--- src/rtl/uart_rx_pkg.sv ---
// Shared definitions for the UART receive path: FSM states, parity encoding, defaults.
package uart_rx_pkg;

  localparam int unsigned DATA_WIDTH_DEF = 8;
  localparam int unsigned PRSC_WIDTH_DEF = 6;

  typedef enum logic [2:0] {
    ST_IDLE   = 3'd0,
    ST_START  = 3'd1,
    ST_DATA   = 3'd2,
    ST_PARITY = 3'd3,
    ST_STOP   = 3'd4
  } rx_state_e;

  typedef enum logic {
    PAR_EVEN = 1'b0,
    PAR_ODD  = 1'b1
  } par_type_e;

  function automatic logic majority3(input logic [2:0] s);
    return (s[0] & s[1]) | (s[0] & s[2]) | (s[1] & s[2]);
  endfunction

endpackage

--- src/rtl/uart_rx_sampler.sv ---
// Per-bit edge counter and 3-sample majority vote around mid-bit.
module uart_rx_sampler
  import uart_rx_pkg::*;
#(
  parameter int unsigned PRSC_WIDTH = PRSC_WIDTH_DEF
) (
  input  logic                  clk,
  input  logic                  rst_n,
  input  logic                  rx,
  input  logic                  clear,
  input  logic [PRSC_WIDTH-1:0] prescale,
  output logic                  sampled_bit,
  output logic                  bit_done,
  output logic                  sample_rdy
);

  localparam logic [PRSC_WIDTH-1:0] ONE = PRSC_WIDTH'(1);
  localparam logic [PRSC_WIDTH-1:0] TWO = PRSC_WIDTH'(2);

  logic [PRSC_WIDTH-1:0] edge_cnt;
  logic [PRSC_WIDTH-1:0] half;
  logic [PRSC_WIDTH-1:0] last;
  logic [2:0]            samples;

  assign half = {1'b0, prescale[PRSC_WIDTH-1:1]};
  assign last = prescale - ONE;

  always_ff @(posedge clk or negedge rst_n) begin
    if (!rst_n) begin
      edge_cnt <= '0;
      samples  <= '1;
    end else if (clear) begin
      edge_cnt <= '0;
    end else begin
      edge_cnt <= (edge_cnt == last) ? '0 : edge_cnt + ONE;
      if (edge_cnt == half - ONE) samples[0] <= rx;
      if (edge_cnt == half)       samples[1] <= rx;
      if (edge_cnt == half + ONE) samples[2] <= rx;
    end
  end

  assign sampled_bit = majority3(samples);
  assign bit_done    = !clear && (edge_cnt == last);
  assign sample_rdy  = !clear && (edge_cnt == half + TWO);

endmodule

--- src/rtl/uart_rx.sv ---
// UART receiver: synchronizer, frame FSM, shift register, parity/stop checks, output strobes.
module uart_rx
  import uart_rx_pkg::*;
#(
  parameter int unsigned DATA_WIDTH = DATA_WIDTH_DEF,
  parameter int unsigned PRSC_WIDTH = PRSC_WIDTH_DEF
) (
  input  logic                  CLK,
  input  logic                  RST,
  input  logic                  RX_IN,
  input  logic                  PAR_EN,
  input  logic                  PAR_TYP,
  input  logic [PRSC_WIDTH-1:0] PRESCALE,
  output logic [DATA_WIDTH-1:0] P_DATA,
  output logic                  DATA_VALID,
  output logic                  PAR_ERR,
  output logic                  STP_ERR
);

  localparam int unsigned BW = $clog2(DATA_WIDTH);
  localparam logic [BW-1:0] LAST_BIT = BW'(DATA_WIDTH - 1);

  rx_state_e state_q, state_d;

  logic                  rx_meta, rx_sync;
  logic [PRSC_WIDTH-1:0] prescale_q;
  logic                  par_en_q;
  par_type_e             par_typ_q;
  logic [DATA_WIDTH-1:0] shreg;
  logic [BW-1:0]         bit_cnt_q;
  logic                  par_flag;

  logic sampled_bit, bit_done, sample_rdy;
  logic start_frame, shift_en, par_chk, frame_end;

  always_ff @(posedge CLK or negedge RST) begin
    if (!RST) begin
      rx_meta <= 1'b1;
      rx_sync <= 1'b1;
    end else begin
      rx_meta <= RX_IN;
      rx_sync <= rx_meta;
    end
  end

  uart_rx_sampler #(
    .PRSC_WIDTH(PRSC_WIDTH)
  ) u_sampler (
    .clk        (CLK),
    .rst_n      (RST),
    .rx         (rx_sync),
    .clear      (state_q == ST_IDLE),
    .prescale   (prescale_q),
    .sampled_bit(sampled_bit),
    .bit_done   (bit_done),
    .sample_rdy (sample_rdy)
  );

  always_ff @(posedge CLK or negedge RST) begin
    if (!RST) state_q <= ST_IDLE;
    else      state_q <= state_d;
  end

  always_comb begin
    state_d     = state_q;
    start_frame = 1'b0;
    shift_en    = 1'b0;
    par_chk     = 1'b0;
    frame_end   = 1'b0;
    case (state_q)
      ST_IDLE: begin
        if (!rx_sync) begin
          state_d     = ST_START;
          start_frame = 1'b1;
        end
      end
      ST_START: begin
        if (sample_rdy && sampled_bit) state_d = ST_IDLE;
        else if (bit_done)             state_d = ST_DATA;
      end
      ST_DATA: begin
        shift_en = sample_rdy;
        if (bit_done && bit_cnt_q == LAST_BIT)
          state_d = par_en_q ? ST_PARITY : ST_STOP;
      end
      ST_PARITY: begin
        par_chk = sample_rdy;
        if (bit_done) state_d = ST_STOP;
      end
      ST_STOP: begin
        // Leave at mid-stop so a back-to-back start edge is not missed.
        if (sample_rdy) begin
          frame_end = 1'b1;
          state_d   = ST_IDLE;
        end
      end
      default: state_d = ST_IDLE;
    endcase
  end

  always_ff @(posedge CLK or negedge RST) begin
    if (!RST) begin
      prescale_q <= '0;
      par_en_q   <= 1'b0;
      par_typ_q  <= PAR_EVEN;
      shreg      <= '0;
      bit_cnt_q  <= '0;
      par_flag   <= 1'b0;
      P_DATA     <= '0;
      DATA_VALID <= 1'b0;
      PAR_ERR    <= 1'b0;
      STP_ERR    <= 1'b0;
    end else begin
      DATA_VALID <= 1'b0;
      PAR_ERR    <= 1'b0;
      STP_ERR    <= 1'b0;
      if (start_frame) begin
        prescale_q <= PRESCALE;
        par_en_q   <= PAR_EN;
        par_typ_q  <= par_type_e'(PAR_TYP);
        bit_cnt_q  <= '0;
        par_flag   <= 1'b0;
      end
      if (state_q == ST_DATA && bit_done) bit_cnt_q <= bit_cnt_q + 1'b1;
      if (shift_en) shreg <= {sampled_bit, shreg[DATA_WIDTH-1:1]};
      if (par_chk)
        par_flag <= sampled_bit != ((^shreg) ^ (par_typ_q == PAR_ODD));
      if (frame_end) begin
        PAR_ERR <= par_flag;
        STP_ERR <= ~sampled_bit;
        if (!par_flag && sampled_bit) begin
          DATA_VALID <= 1'b1;
          P_DATA     <= shreg;
        end
      end
    end
  end

endmodule
--- config.mk ---
export PLATFORM = sky130hd
export DESIGN_NAME = uart_rx
export DESIGN_NICKNAME = d
export VERILOG_FILES = /design/src/rtl/uart_rx_pkg.sv /design/src/rtl/uart_rx_sampler.sv /design/src/rtl/uart_rx.sv
export SDC_FILE = /design/constraint.sdc
export NUM_CORES = 1
export LEC_CHECK = 0
export ABC_AREA = 1
export CAP_MARGIN = 15
export CORE_UTILIZATION = 35
export CTS_BUF_LIST = sky130_fd_sc_hd__clkbuf_4
export DETAILED_ROUTE_END_ITERATION = 6
export DONT_BUFFER_PORTS = 1
export GPL_TIMING_DRIVEN = 0
export PLACE_DENSITY_LB_ADDON = 0.25
export SYNTH_ARGS = -nofsm -noshare
export SYNTH_HDL_FRONTEND = slang
export SYNTH_SLANG_ARGS = --single-unit
export TNS_END_PERCENT = 1
--- constraint.sdc ---
create_clock -name CLK -period 2.4 [get_ports CLK]
set_input_delay 0.72 -clock CLK [delete_from_list [all_inputs] [get_ports CLK]]
set_output_delay 0.72 -clock CLK [all_outputs]
set_load 0.01 [all_outputs]
-- Word level (Yosys, flattened, before mapping)
Index checks and enable logic that the tools add are counted.
- add/subtract/negate cells: 6
- mux-type cells: 24
- equality and inequality tests: 16
- reductions and logical operators: 17
- bitwise operators: 8
- operators with widths (operator ; number):
    two-way mux 3 bit ; 9
    == test 6 bit ; 4
    case mux 3 bit (5 select lines) ; 1
    two-way mux 1 bit ; 12
    two-way mux 6 bit ; 2
    != test 2 bit, second input constant ; 4
    AND reduction 2 bit ; 4
    parity 8 bit ; 1
    adder 5 x 1 -> 6 bit, second input constant ; 1
    adder 5 x 2 -> 6 bit, second input constant ; 1
    adder 6 x 1 -> 6 bit, second input constant ; 1
    == test 3 x 2 -> 1 bit, second input constant ; 2
    == test 3 bit, second input constant ; 2
    == test 6 x 5 -> 1 bit ; 1
    logical AND 1 bit ; 6
    subtractor 5 x 1 -> 6 bit, second input constant ; 1
    subtractor 6 x 1 -> 6 bit, second input constant ; 1
    AND reduction 5 bit ; 1
    nonzero test 2 bit ; 2
    adder 3 x 1 -> 3 bit, second input constant ; 1
    AND 1 bit ; 3
    == test 3 x 1 -> 1 bit, second input constant ; 1
    logical NOT 3 bit ; 1
    != test 3 bit, second input constant ; 1
    other kinds (5) ; 8
- logic and storage cells: 88
- bits in registers: 45

-- Depth between registers and ports, before layout
- word-level depth: 6
- gate-level depth with buffers: 16
- mapped depth without buffers: 15

-- Cells and area by module
Synthesis repeated with hierarchy kept, for this count alone.
- cell total of the unflattened synthesis: 349
- area total of the unflattened synthesis: 2746.4 um^2
- modules (own cells, without submodules) (module ; area each (um^2) ; times used ; cells each):
    uart_rx ; 1670.4 ; 1 ; 172
    uart_rx_sampler ; 1076.0 ; 1 ; 177

-- Worst setup path before layout
OpenSTA, ideal clock, no wires.
- kind: flip-flop to flip-flop
- start: register prescale_q[3]
- end: register P_DATA[6]
- arrival: 1.775 ns
- cell stages (with the launch flop): 16
- data required time: 2.283 ns
- path buffers: 2
- slack: 0.508 ns
- cell sequence: dfrtp_1 > buf_2 > inv_1 > ha_1 > inv_1 > nand2_1 > nand2_1 > nor2_2 > nand2_2 > nor2_4 > nand2_4 > clkinv_2 > nand4_4 > buf_6 > nand2_2 > o21ai_2
- cells in the longest elaborated chain, start to end: 6
- RTL lines (what ; RTL line ; RTL):
    start: declaration ; uart_rx.sv:26 ; logic [PRSC_WIDTH-1:0] prescale_q;
    start signal: assignment ; uart_rx.sv:103 ; prescale_q <= '0;
    start signal: assignment ; uart_rx.sv:118 ; prescale_q <= PRESCALE;
    adder 5 x 2 -> 6 bit ; uart_rx_sampler.sv:44 ; assign sample_rdy = !clear && (edge_cnt == half + TWO);
    == test 6 bit ; uart_rx_sampler.sv:44 ;
    logical AND 1 bit ; uart_rx_sampler.sv:44 ;
    two-way mux 1 bit ; uart_rx.sv:92 ; if (sample_rdy) begin
    two-way mux 1 bit ; uart_rx.sv:70 ; case (state_q)
    AND reduction 2 bit (no source line) ; n/a ;
    end signal: assignment ; uart_rx.sv:133 ; P_DATA <= shreg;
    end: declaration ; uart_rx.sv:14 ; output logic [DATA_WIDTH-1:0] P_DATA,
Every way passes these cells.
A chain may end at the register's enable or synchronous reset.

-- Worst setup path in the final report
- start: register prescale_q[2]
- end: register P_DATA[6]
Same word-level chain as after synthesis.

==> impl_metrics.env <==
export IMPL_status="completed"
export IMPL_grt_overflow_total=0
export IMPL_clk_path_buf_depth=2
export IMPL_grt_pass1_wl_um=9210
export IMPL_cts_tree="yes"
export IMPL_p_leak_nw=1.39
export IMPL_die_h_um=88.5
export IMPL_yosysSeqAreaShare=0.432
export IMPL_fin_crit_ps=2190
export IMPL_ys_seq_elements=45
export IMPL_whs_ps=155
export IMPL_htreeDepth=2
export IMPL_met3WireLength_um=218
export IMPL_place_congestion=0.821
export IMPL_start_util=0.361
export IMPL_maxCapViolCount=0
export IMPL_required_ps=2670
export IMPL_die_area_um2=7830
export IMPL_hp_class="primary input to asynchronous set/reset pin"
export IMPL_layout_common_cells="nand2_1, inv_1, dfrtp_1"
export IMPL_vias=2005
export IMPL_nets=352
export IMPL_cts_root_buffer="clkbuf_4"
export IMPL_portBuffers=0
export IMPL_drt_iter0_markers=105
export IMPL_worstSetupPathType="flip-flop to flip-flop"
export IMPL_final_layout_size_suffix_gt1_frac=0.154
export IMPL_irDropWorstVdd_mv=0.280
export IMPL_cts_sinks=45
export IMPL_routed_via_density=4.65
export IMPL_ant_nets=0
export IMPL_crit_path_top_delay_cell="dfrtp_1"
export IMPL_crit_arrival_ps=2460
export IMPL_fmax_ghz=0.456
export IMPL_wl_per_cell_um=13.0
export IMPL_cts_made_buffers=5
export IMPL_syn_instance_count=321
export IMPL_cts_resized=0
export IMPL_netlist_area_um2=2620
export IMPL_clock_skew_ps=17.4
export IMPL_end_kind="flip-flop"
export IMPL_worst_setup_path_start_kind="flip-flop"
export IMPL_netlist_cell_type_count=34
export IMPL_finalHoldViolations=0
export IMPL_avgSynthCellArea_um2=8.16
export IMPL_finalCritPeriodShare=0.914
export IMPL_rsz0062_at_grt="no"
export IMPL_path_cells="inv_1 > ha_1 > inv_1 > nand2_1 > nand2_1 > nor2_2 > nand2_2 > nor2_4 > nand2_4 > clkinv_2 > nand4_4 > buf_6 > nand2_2 > o21ai_2"
export IMPL_antenna_found_initial=0
export IMPL_p_per_area_nw_per_um2=1080
export IMPL_finalMaxSlewViolations=0
export IMPL_met2WireLength_um=2510
export IMPL_coreArea_um2=7250
export IMPL_route_detailed_drc=0
export IMPL_wl_met1_um=2790
export IMPL_drt_total_wl_um=5590
export IMPL_crit_fanout=10
export IMPL_dp_hpwl_um=3970
export IMPL_final_common_cell="nand2_1"
export IMPL_max_stage_delay_ps=480
export IMPL_clkLatencyLatePin_ps=370
export IMPL_grt_max_degree=37
export IMPL_rows=31
export IMPL_die_w_um=88.5
export IMPL_area_delta_synth_final_pct=8.55
export IMPL_setup_tns_final_ps=0
export IMPL_yosysWarnings=0
export IMPL_worst_pin_slew_ps=544
export IMPL_ioPinCount=22
export IMPL_path_clk_slew_ps=150
export IMPL_antenna_cells=0
export IMPL_syn_nets=342
export IMPL_first_pass_iters=4
export IMPL_relSlewSlack=0.635
export IMPL_setup_viol=0
export IMPL_grt_usage=0.154
export IMPL_top_layer_used="met4"
export IMPL_grt_pass1_vias=1901
stage by stage:
step	total power [mW]	utilization	instance area [µm²]	instances	setup WS [ps]
floorplan	2.35	-	2620	321	508
global placement	2.64	0.378	2740	420	212
detailed placement	2.67	0.378	2740	420	211
CTS	3.07	0.388	2810	429	186
global route	3.35	0.392	2840	431	20.4
finish	3.06	0.392	2840	431	207
where the power goes:
| group | switching [mW] | internal, mW |
|---|---|---|
| clock network | 0.258 | 0.126 |
| registers | 0.160 | 0.928 |
| logic | 1.02 | 0.565 |
| total | 1.44 | 1.62 |
state kept, by name (all words and copies together) (netlist names):
signal	cells
P_DATA	8
shreg	8
prescale_q	6
u_sampler.edge_cnt	6
bit_cnt_q	3
state_q	3
u_sampler.samples	3
DATA_VALID	1
PAR_ERR	1
STP_ERR	1
par_en_q	1
par_flag	1
par_typ_q	1
rx_meta	1
rx_sync	1
metal layers:
layer  vias to the layer above  global-route usage
met3                         6              0.0354
met1                       929               0.223
met4                         0              0.0440
met2                        27               0.230
li1                       1043                   -
met5                         -                   0
worst paths after layout:
path | from | to | slack, ps | cells after the start
min in group CLK | RX_IN | rx_meta$_DFF_PN1_ | 340 | 0
hold reg to reg | rx_meta$_DFF_PN1_ | rx_sync$_DFF_PN1_ | 370 | 0
setup / recovery | prescale_q[2]$_DFFE_PN0P_ | P_DATA[6]$_DFFE_PN0P_ | 210 | 14
max in group asynchronous | RST | P_DATA[1]$_DFFE_PN0P_ | 1370 | 1
setup reg to reg | prescale_q[2]$_DFFE_PN0P_ | P_DATA[6]$_DFFE_PN0P_ | 210 | 14
hold / removal | RST | shreg[3]$_DFFE_PN0P_ | 150 | 1
synthesized netlist by cell type (all sizes together):
master	number	share of area
a211oi	1	0.0029
a21o	1	0.0029
a21oi	13	0.025
a31oi	1	0.0024
buf	4	0.011
clkbuf	1	0.0014
clkinv	2	0.0033
dfrtp	40	0.38
dfstp	5	0.050
ha	10	0.048
inv	48	0.069
maj3	1	0.0038
mux2	2	0.0086
nand2	83	0.13
nand3	20	0.038
nand4	8	0.025
nor2	28	0.054
nor3	3	0.0057
o211ai	3	0.0086
o21ai	26	0.061
o22ai	1	0.0024
xnor2	10	0.033
xor2	10	0.033
area by class of cell:
type,instances,area [µm²]
fill,774,4410
multi-input combinational,221,1260
sequential,45,1130
inverter,50,189
tap,99,124
clock buffer,6,45.0
timing repair buffer,3,40.0
buffer,5,32.5
clock inverter,2,15.0
logic make-up after synthesis:
group	Yosys count	share of synthesized area
DFF	45	0.432
adders and majority gates	11	0.0516
buffers and inverters	55	0.0846
xor gates and xnor gates	20	0.0669
and+or+nand+nor	142	0.251
muxes	2	0.00860
AOI/OAI and AO/OA	46	0.105
critical path, delay by kind of cell, from the launching register on:
kind | cells | cell delay, ps
AOI/OAI and AO/OA | 1 | 50
buffers and inverters | 4 | 510
and+or+nand+nor | 8 | 730
adders and majority gates | 1 | 340
DFF | 1 | 480
timing repair:
item | 4_1_cts | 5_1_grt
buffers inserted | 0 | 0
hold endpoints to repair | 10 | 28
hold buffers | 1 | 2
Power figures use the tool's default switching activity.
